### src/rtl/func1_vector_gen_if.sv
// Operand-stream bus between the func1 vector generator, its run controller
// and the downstream func1 evaluator.
interface func1_vector_gen_if #(
  parameter int N = 2
);
  localparam int W = 4 * N;

  logic         start;
  logic         abort;
  logic         pause;
  logic         out_ready;
  logic         out_valid;
  logic [N-1:0] a;
  logic [N-1:0] b;
  logic [N-1:0] c;
  logic [N-1:0] d;
  logic [W-1:0] vec_idx;
  logic         busy;
  logic         done;

  // Generator side
  modport master (
    input  start, abort, pause, out_ready,
    output out_valid, a, b, c, d, vec_idx, busy, done
  );

  // Controller / evaluator side
  modport slave (
    output start, abort, pause, out_ready,
    input  out_valid, a, b, c, d, vec_idx, busy, done
  );
endinterface

### src/rtl/func1_vector_gen.sv
// Exhaustive operand sequencer for func1: walks vec_idx through 0..2^W-1 once
// per run and presents {a,b,c,d} slices over a valid/ready handshake.
module func1_vector_gen #(
  parameter int N = 2,
  parameter int W = 4 * N
) (
  input  logic               clk,
  input  logic               rst,
  func1_vector_gen_if.master bus
);

  typedef enum logic [1:0] {
    S_IDLE   = 2'd0,
    S_RUN    = 2'd1,
    S_PAUSED = 2'd2,
    S_DONE   = 2'd3
  } state_t;

  state_t       r_state;
  logic [W-1:0] r_idx;
  logic         r_valid;
  logic         r_busy;
  logic         r_done;

  logic         w_xfer;
  logic         w_last;

  assign w_xfer = r_valid & bus.out_ready;
  assign w_last = (r_idx == {W{1'b1}});

  // Run control FSM; every output is a register updated here.
  // Priority: rst > abort > start > pause.
  always_ff @(posedge clk) begin
    if (rst) begin
      r_state <= S_IDLE;
      r_idx   <= '0;
      r_valid <= 1'b0;
      r_busy  <= 1'b0;
      r_done  <= 1'b0;
    end else if (bus.abort) begin
      // A transfer coinciding with abort is dropped: no increment, no DONE.
      r_state <= S_IDLE;
      r_idx   <= '0;
      r_valid <= 1'b0;
      r_busy  <= 1'b0;
      r_done  <= 1'b0;
    end else begin
      case (r_state)
        S_IDLE, S_DONE: begin
          if (bus.start) begin
            r_idx  <= '0;
            r_busy <= 1'b1;
            r_done <= 1'b0;
            if (bus.pause) begin
              r_state <= S_PAUSED;
              r_valid <= 1'b0;
            end else begin
              r_state <= S_RUN;
              r_valid <= 1'b1;
            end
          end
        end
        S_RUN: begin
          // Pause only takes effect at a transfer boundary, so a stalled
          // vector keeps out_valid high until it is accepted.
          if (w_xfer) begin
            if (w_last) begin
              r_state <= S_DONE;
              r_valid <= 1'b0;
              r_busy  <= 1'b0;
              r_done  <= 1'b1;
            end else begin
              r_idx <= r_idx + 1'b1;
              if (bus.pause) begin
                r_state <= S_PAUSED;
                r_valid <= 1'b0;
              end
            end
          end
        end
        S_PAUSED: begin
          if (!bus.pause) begin
            r_state <= S_RUN;
            r_valid <= 1'b1;
          end
        end
        default: begin
          r_state <= S_IDLE;
          r_idx   <= '0;
          r_valid <= 1'b0;
          r_busy  <= 1'b0;
          r_done  <= 1'b0;
        end
      endcase
    end
  end

  assign bus.out_valid = r_valid;
  assign bus.vec_idx   = r_idx;
  assign bus.a         = r_idx[4*N-1:3*N];
  assign bus.b         = r_idx[3*N-1:2*N];
  assign bus.c         = r_idx[2*N-1:N];
  assign bus.d         = r_idx[N-1:0];
  assign bus.busy      = r_busy;
  assign bus.done      = r_done;

endmodule

### src/flat_wrapper.sv
// flat-port wrapper written by rule: the top's interface ports become plain ports
module func1_vector_gen_flat 
#(
  parameter int N = 2,
  parameter int W = 4 * N
)
  (clk, rst, bus_start, bus_abort, bus_pause, bus_out_ready, bus_out_valid, bus_a, bus_b, bus_c, bus_d, bus_vec_idx, bus_busy, bus_done);
  func1_vector_gen_if #(.N(N)) bus_i ();
  input  logic clk;
  input  logic rst;
  input wire logic [$bits(bus_i.start)-1:0] bus_start;
  input wire logic [$bits(bus_i.abort)-1:0] bus_abort;
  input wire logic [$bits(bus_i.pause)-1:0] bus_pause;
  input wire logic [$bits(bus_i.out_ready)-1:0] bus_out_ready;
  output wire logic [$bits(bus_i.out_valid)-1:0] bus_out_valid;
  output wire logic [$bits(bus_i.a)-1:0] bus_a;
  output wire logic [$bits(bus_i.b)-1:0] bus_b;
  output wire logic [$bits(bus_i.c)-1:0] bus_c;
  output wire logic [$bits(bus_i.d)-1:0] bus_d;
  output wire logic [$bits(bus_i.vec_idx)-1:0] bus_vec_idx;
  output wire logic [$bits(bus_i.busy)-1:0] bus_busy;
  output wire logic [$bits(bus_i.done)-1:0] bus_done;
  assign bus_i.start = bus_start;
  assign bus_i.abort = bus_abort;
  assign bus_i.pause = bus_pause;
  assign bus_i.out_ready = bus_out_ready;
  assign bus_out_valid = bus_i.out_valid;
  assign bus_a = bus_i.a;
  assign bus_b = bus_i.b;
  assign bus_c = bus_i.c;
  assign bus_d = bus_i.d;
  assign bus_vec_idx = bus_i.vec_idx;
  assign bus_busy = bus_i.busy;
  assign bus_done = bus_i.done;
  func1_vector_gen #(.N(N), .W(W)) u_core (.clk(clk), .rst(rst), .bus(bus_i));
endmodule
### config.mk
export PLATFORM = sky130hd
export DESIGN_NAME = func1_vector_gen_flat
export DESIGN_NICKNAME = d
export VERILOG_FILES = /design/src/rtl/func1_vector_gen_if.sv /design/src/rtl/func1_vector_gen.sv /design/src/flat_wrapper.sv
export SDC_FILE = /design/constraint.sdc
export NUM_CORES = 1
export LEC_CHECK = 0
export CAP_MARGIN = 10
export CORE_MARGIN = 2
export CORE_UTILIZATION = 46
export CTS_CLUSTER_SIZE = 8
export DETAILED_ROUTE_END_ITERATION = 12
export HOLD_SLACK_MARGIN = 0.12
export PLACE_DENSITY = 0.74
export SLEW_MARGIN = 20
export SYNTH_ARGS = -nofsm -noshare
export SYNTH_HDL_FRONTEND = slang
export SYNTH_SLANG_ARGS = --single-unit
### constraint.sdc
create_clock -name clk -period 2.8 [get_ports clk]
set_clock_uncertainty 0.2 [all_clocks]
set_input_delay 0.7 -clock clk [delete_from_list [all_inputs] [get_ports clk]]
set_output_delay 0.7 -clock clk [all_outputs]
set_load 0.01 [all_outputs]
* Word level (Yosys, flattened, before mapping) *
Index checks and enable logic that the tools add are counted.

word-level totals
  bits in registers = 13
  output and inout bits = 19

operators by class
  add/sub/neg operators = 1
  equality and inequality tests = 10
  muxes and demuxes = 26
  bitwise gates (word level) = 1
  reduce and logical (&&, ||, !) cells = 7

operators by type and width
  kind                                                                    count
  8-bit two-way mux                                                       3
  8-bit case mux with 2 select lines                                      1
  1-bit two-way mux                                                       12
  2-bit two-way mux                                                       6
  4-bit AND reduction                                                     3
  8-bit by 1-bit adder with 8-bit output (second input constant)          1
  8-bit equality test (second input constant)                             1
  2-bit != test (second input constant)                                   3
  2-bit case mux with 3 select lines                                      1
  2-bit equality test (second input constant)                             2
  2-bit by 1-bit != test with 1-bit output (second input constant)        2
  1-bit case mux with 2 select lines                                      2
  2-bit OR reduction                                                      2
  3-bit by 2-bit != test with 1-bit output (second input constant)        1
  1-bit case mux with 3 select lines                                      1
  2-bit by 1-bit equality test with 1-bit output (second input constant)  1
  2-bit zero test                                                         1
  2-bit nonzero test                                                      1
  1-bit AND                                                               1

* Depth between registers and ports, before layout *
  depth after elaboration = 4
  depth in mapped cells = 7

* Least setup slack after synthesis *
No wires, ideal clock.

  path kind = flip-flop to flip-flop
  start point = register u_core.r_state[0]
  end point = register u_core.r_idx[5] (netlist: u_core.bus.vec_idx[5])
  setup time = 120 ps
  arrival = 1818 ps
  required time = 2480 ps
  path slack = 662 ps
  stages on the path, launching flop included = 8
  clock period less this slack = 2138 ps
  path through = dfxtp_1 -> inv_1 -> ha_1 -> nor2b_4 -> a211o_1 -> buf_4 -> o31a_1 -> o31a_1

on the way
  cells in the longest elaborated chain, start to end = 4
  elaborated cells between the ends (all ways) = 10
  those cells by class = eq/ne (5); mux (1); reduce/logical (4)

RTL lines
  element                                                               RTL line                source
  start, declared                                                       func1_vector_gen.sv:19  state_t r_state;
  start signal, assigned                                                func1_vector_gen.sv:35  r_state <= S_IDLE;
  start signal, assigned                                                func1_vector_gen.sv:42  r_state <= S_IDLE;
  start signal, assigned                                                func1_vector_gen.sv:55  r_state <= S_PAUSED;
  2-bit equality test or 2-bit zero test (tied branches)                func1_vector_gen.sv:48  case (r_state)
  2-bit OR reduction                                                    func1_vector_gen.sv:48
  2-bit != test (no source line) or 2-bit nonzero test (tied branches)  n/a
  4-bit AND reduction (no source line)                                  n/a
  end signal, assigned                                                  func1_vector_gen.sv:73  r_idx <= r_idx + 1'b1;
  end, declared                                                         func1_vector_gen.sv:20  logic [W-1:0] r_idx;

Several ways; a longest one is shown, not always the timed one.
A chain may end at the register's enable or synchronous reset.

* Worst setup path in the final report *
  start point = input port bus_out_ready
  end point = register u_core.r_idx[6] (netlist: u_core.bus.vec_idx[6])

on the way
  cells in the longest elaborated chain, start to end = 3

RTL lines
  element                                                    RTL line                source
  start, declared                                            flat_wrapper.sv:14      input wire logic [$bits(bus_i.out_ready)-1:0] bus_out_ready;
  1-bit AND                                                  func1_vector_gen.sv:28  assign w_xfer = r_valid & bus.out_ready;
  2-bit by 1-bit != test with 1-bit output (no source line)  n/a
  4-bit AND reduction (no source line)                       n/a

No other way between the ends.

==> impl_summary.md <==
Synth
The sequential element share of the synthesized area is between 30% and 40%. The area of the mapped netlist is ~860 µm². The synthesized netlist contains 36 unique library cells.

Sorting the synthesized cells by area gives the leading types as sky130_fd_sc_hd__dfxtp_1, sky130_fd_sc_hd__buf_4, sky130_fd_sc_hd__ha_1. Synthesis handed over a netlist of 100 instances. The async set-or-reset flop fraction in the synthesized netlist is 0%. The top flip-flop cell by instance count after synthesis is sky130_fd_sc_hd__dfxtp_1. The number of warnings printed during yosys synthesis is 0. The most common cell in the synthesized netlist is sky130_fd_sc_hd__dfxtp_1. The number of enable flip-flop cells after synthesis is 0. In this run the mean area of a mapped cell was between 8 and 9 µm².

The cell taking the most area after synthesis is sky130_fd_sc_hd__dfxtp_1. The commonest cells after synthesis are sky130_fd_sc_hd__dfxtp_1, sky130_fd_sc_hd__buf_4, sky130_fd_sc_hd__nand2_1. The number of synthesized register bits is 13. The area share of the largest cell type after synthesis is a little under a third. The number of nets handed over by synthesis was roughly 110.

Clock network
The worst-case clock buffer depth is 2. The deepest level of the CTS H-tree is 1. The number of buffers inserted by post-CTS setup repair is 0. Once the clock tree was built, the resizer swapped 0 gates to a different size.

The number of buffers inserted during clock tree synthesis is 3. Hold repair after CTS inserted 0 buffers. The tree is rooted in a sky130_fd_sc_hd__clkbuf_4. The later-pin clock latency in the skew report is 0.28 ns.

The total clock sinks is 13. Clock-pin slew was measured on the worst setup and hold paths at 0.08 ns. TritonCTS built the clock tree.

Power
Summed over all cells, the static leakage comes to around 0.37 nW. The peak supply drop is between 0.2 and 0.25 mV. Dividing total power by cell area gives a power density of ~350 nW/µm².

Detailed routing
The iteration count of the initial detailed-routing pass is 3. The routed layout has 751 vias. The detail route stage leaves a number of antenna-violating nets equal to 0. In the final routed layout, each cell accounts on average for around 12 µm. The number of DRC violations after detailed routing is 0.

Using the TritonRoute via totals, the vias-per-cell ratio works out to approximately 5.3. The final layout contains routed wiring with a total length of roughly 1700 µm. The DRC violation total after the first TritonRoute iteration is 9.

Min path
For hold timing, the worst endpoint is u_core.bus.done. The startpoint identified for the worst hold timing path is u_core.bus.done. The hold-critical path depth is 1. The path category of the worst min-delay check is reg -> reg.

Setup path
In this design, the stage delay of the slowest critical-path cell is 0.57 ns. The kind of critical path is in -> reg. The category of the worst setup path launch point is a primary input. At the worst endpoint, the arrival time is between 2 and 2.5 ns.

The worst setup path is captured at a flip-flop. The required time of the critical path is ~2.8 ns. Together, buffers and inverters on the worst path number 1. The reg-to-reg critical path endpoint is u_core.bus.vec_idx[6]. Walking the worst path, the cells encountered are clkdlybuf4s50_1, nand2_1, a211o_1, or4_4, mux2i_1.

The slowest stage cell on the critical path is sky130_fd_sc_hd__or4_4. The kind of cell with the highest combined delay on the critical path is simple AND/OR/NAND/NOR gates. The worst register-to-register path has a depth of 6. The beginning of the worst register-to-register path is u_core.r_state[0]. The maximum fanout count along the critical path is 14.

The setup check on the worst reg-to-reg path leaves a slack of 0.48 ns.

Layout
The final layout contains ~130 nets. The fraction of final layout cells with drive strength greater than 1 is 8.62%. The layout overhead on the synthesized area is 24.5%.

The antenna diode count is 0. The design area is 1070 µm².

GRT
The first global-routing pass estimated about 2600 µm of wire. The number of global-route vias before repair is between 600 and 700. The global-route usage over all layers is between 10% and 20%.

The number of antenna violations at the first check in global routing came to 0. The maximum number of pins on one net before global-route repair is 15. Global routing finished with a remaining overflow of 0.

Timing
At the pin with the least slew margin, the transition time is about 0.39 ns. Setup repair after global routing left no endpoint under its margin. The worst slew slack as a fraction of its limit is 73.9%. The final critical-path required period is between 2 and 2.5 ns. After routing, the total negative slack on setup checks comes to 0 ns.

The final-report max-slew violation count is 0. Setup violations remaining at the end of the flow were counted as 0. Hold timing on the final database bottoms out at a slack of between 0.2 and 0.3 ns. The post-route worst setup slack is just under 0.4 ns. The count of endpoints failing hold in the final timing report was 0. Static timing analysis puts the maximum clock frequency at between 400 and 500 MHz. The period utilization is between 80% and 90%.

Floorplan
The floorplan step defined a die boundary enclosing approximately 2200 µm². After floorplanning, the core was sized to cover roughly 1700 µm². The total number of placement rows is 15.

The die is around 47 µm wide. The vertical die dimension is around 47 µm. The starting density of the core is roughly half.

The boundary pin count is 25.

Placed design
The number of I/O port buffers is 24. Prior to clock tree synthesis, the placed netlist has a worst setup slack of approximately 0.086 ns. The cell area reported after detailed placement is 1040 µm².

The congestion estimate from routability-driven global placement came to 0.762. The HPWL after detailed placement is 1270 µm.

Outcome
The flow ran to the end, and the final reports show no timing, DRC or antenna violations.

Flow run
Max-cap violations in this run came to 0.
==> final cells by class <==
class | instances | area (µm²)
clock buffer | 4 | 26.3
fill | 174 | 678
inverter | 3 | 11.3
multi-input combinational | 72 | 498
sequential | 13 | 260
tap | 25 | 31.3
timing repair buffer | 24 | 240
==> sequential cells by signal, indices dropped and copies added (netlist names) <==
| signal | cells |
|---|---|
| u_core.bus.done | 1 |
| u_core.bus.vec_idx | 8 |
| u_core.r_state | 2 |
| u_core.bus.busy | 1 |
| u_core.bus.out_valid | 1 |
==> layer usage <==
layer	global-route usage [%]	up-vias	share of wire [%]
li1	-	394	-
met1	18.6	336	45
met2	30.4	16	49
met3	5.77	5	4.7
met4	5.00	0	1.3
met5	0	-	0
==> worst max path at each step <==
stage                            startpoint                    end  slack, ns  cells past startpoint
after floorplan           u_core.r_state[0]  u_core.bus.vec_idx[5]       0.66                      7
after global routing          bus_out_ready  u_core.bus.vec_idx[3]       0.34                      5
after detailed placement      bus_out_ready  u_core.bus.vec_idx[6]       0.09                      5
after global placement        bus_out_ready  u_core.bus.vec_idx[6]       0.12                      5
after CTS                     bus_out_ready  u_core.bus.vec_idx[6]       0.40                      5
final                         bus_out_ready  u_core.bus.vec_idx[6]       0.38                      5
==> cell usage in the layout, fill, tap and decap left out <==
cell type,instances
sky130_fd_sc_hd__nor4_1,1
sky130_fd_sc_hd__o211a_1,1
sky130_fd_sc_hd__mux2_2,1
sky130_fd_sc_hd__nand4_1,2
sky130_fd_sc_hd__a21bo_2,1
sky130_fd_sc_hd__dfxtp_1,13
sky130_fd_sc_hd__o211ai_1,1
sky130_fd_sc_hd__inv_1,3
sky130_fd_sc_hd__nor2b_4,1
sky130_fd_sc_hd__clkbuf_4,3
sky130_fd_sc_hd__nand2_1,8
sky130_fd_sc_hd__mux2i_1,3
sky130_fd_sc_hd__nand3_1,6
sky130_fd_sc_hd__a21boi_0,4
sky130_fd_sc_hd__nor3_1,2
sky130_fd_sc_hd__or4_1,3
sky130_fd_sc_hd__nor2_1,6
sky130_fd_sc_hd__and3_1,1
sky130_fd_sc_hd__o31ai_1,3
sky130_fd_sc_hd__clkdlybuf4s50_1,24
sky130_fd_sc_hd__and3b_1,2
sky130_fd_sc_hd__a211o_1,1
sky130_fd_sc_hd__and3_4,1
sky130_fd_sc_hd__o21a_1,4
sky130_fd_sc_hd__nand3b_1,2
sky130_fd_sc_hd__ha_1,3
sky130_fd_sc_hd__a21oi_1,4
sky130_fd_sc_hd__or3_1,1
sky130_fd_sc_hd__and4_4,1
sky130_fd_sc_hd__clkbuf_1,1
sky130_fd_sc_hd__or2_2,1
sky130_fd_sc_hd__o21ai_0,4
sky130_fd_sc_hd__a221o_1,1
sky130_fd_sc_hd__o31a_1,2
sky130_fd_sc_hd__or4_4,1
==> where the power goes <==
part	switching, mW	internal [mW]
combinational	0.0331	0.0289
sequential	0.00222	0.188
clock	0.0654	0.0554
total	0.101	0.272
==> through the flow <==
step / instances / total power, mW / util, %
after floorplan: 100 / 0.240 / -
after global placement: 137 / 0.256 / 59.6
after detailed placement: 137 / 0.257 / 59.6
after CTS: 141 / 0.377 / 61.1
after global routing: 141 / 0.392 / 61.1
final: 141 / 0.373 / 61.1
==> cell families (layout without fill, tap and decap cells) <==
family                     after synthesis  after routing  share of synthesized area (%)
buffers and inverters                   15             31                           11.5
adders and majority gates                3              3                           4.38
and+or+nand+nor                         39             39                           27.2
AOI/OAI and AO/OA                       26             26                           21.8
DFF                                     13             13                           30.4
muxes                                    4              4                           4.82
Note: power is estimated with default switching activity, not from simulation.
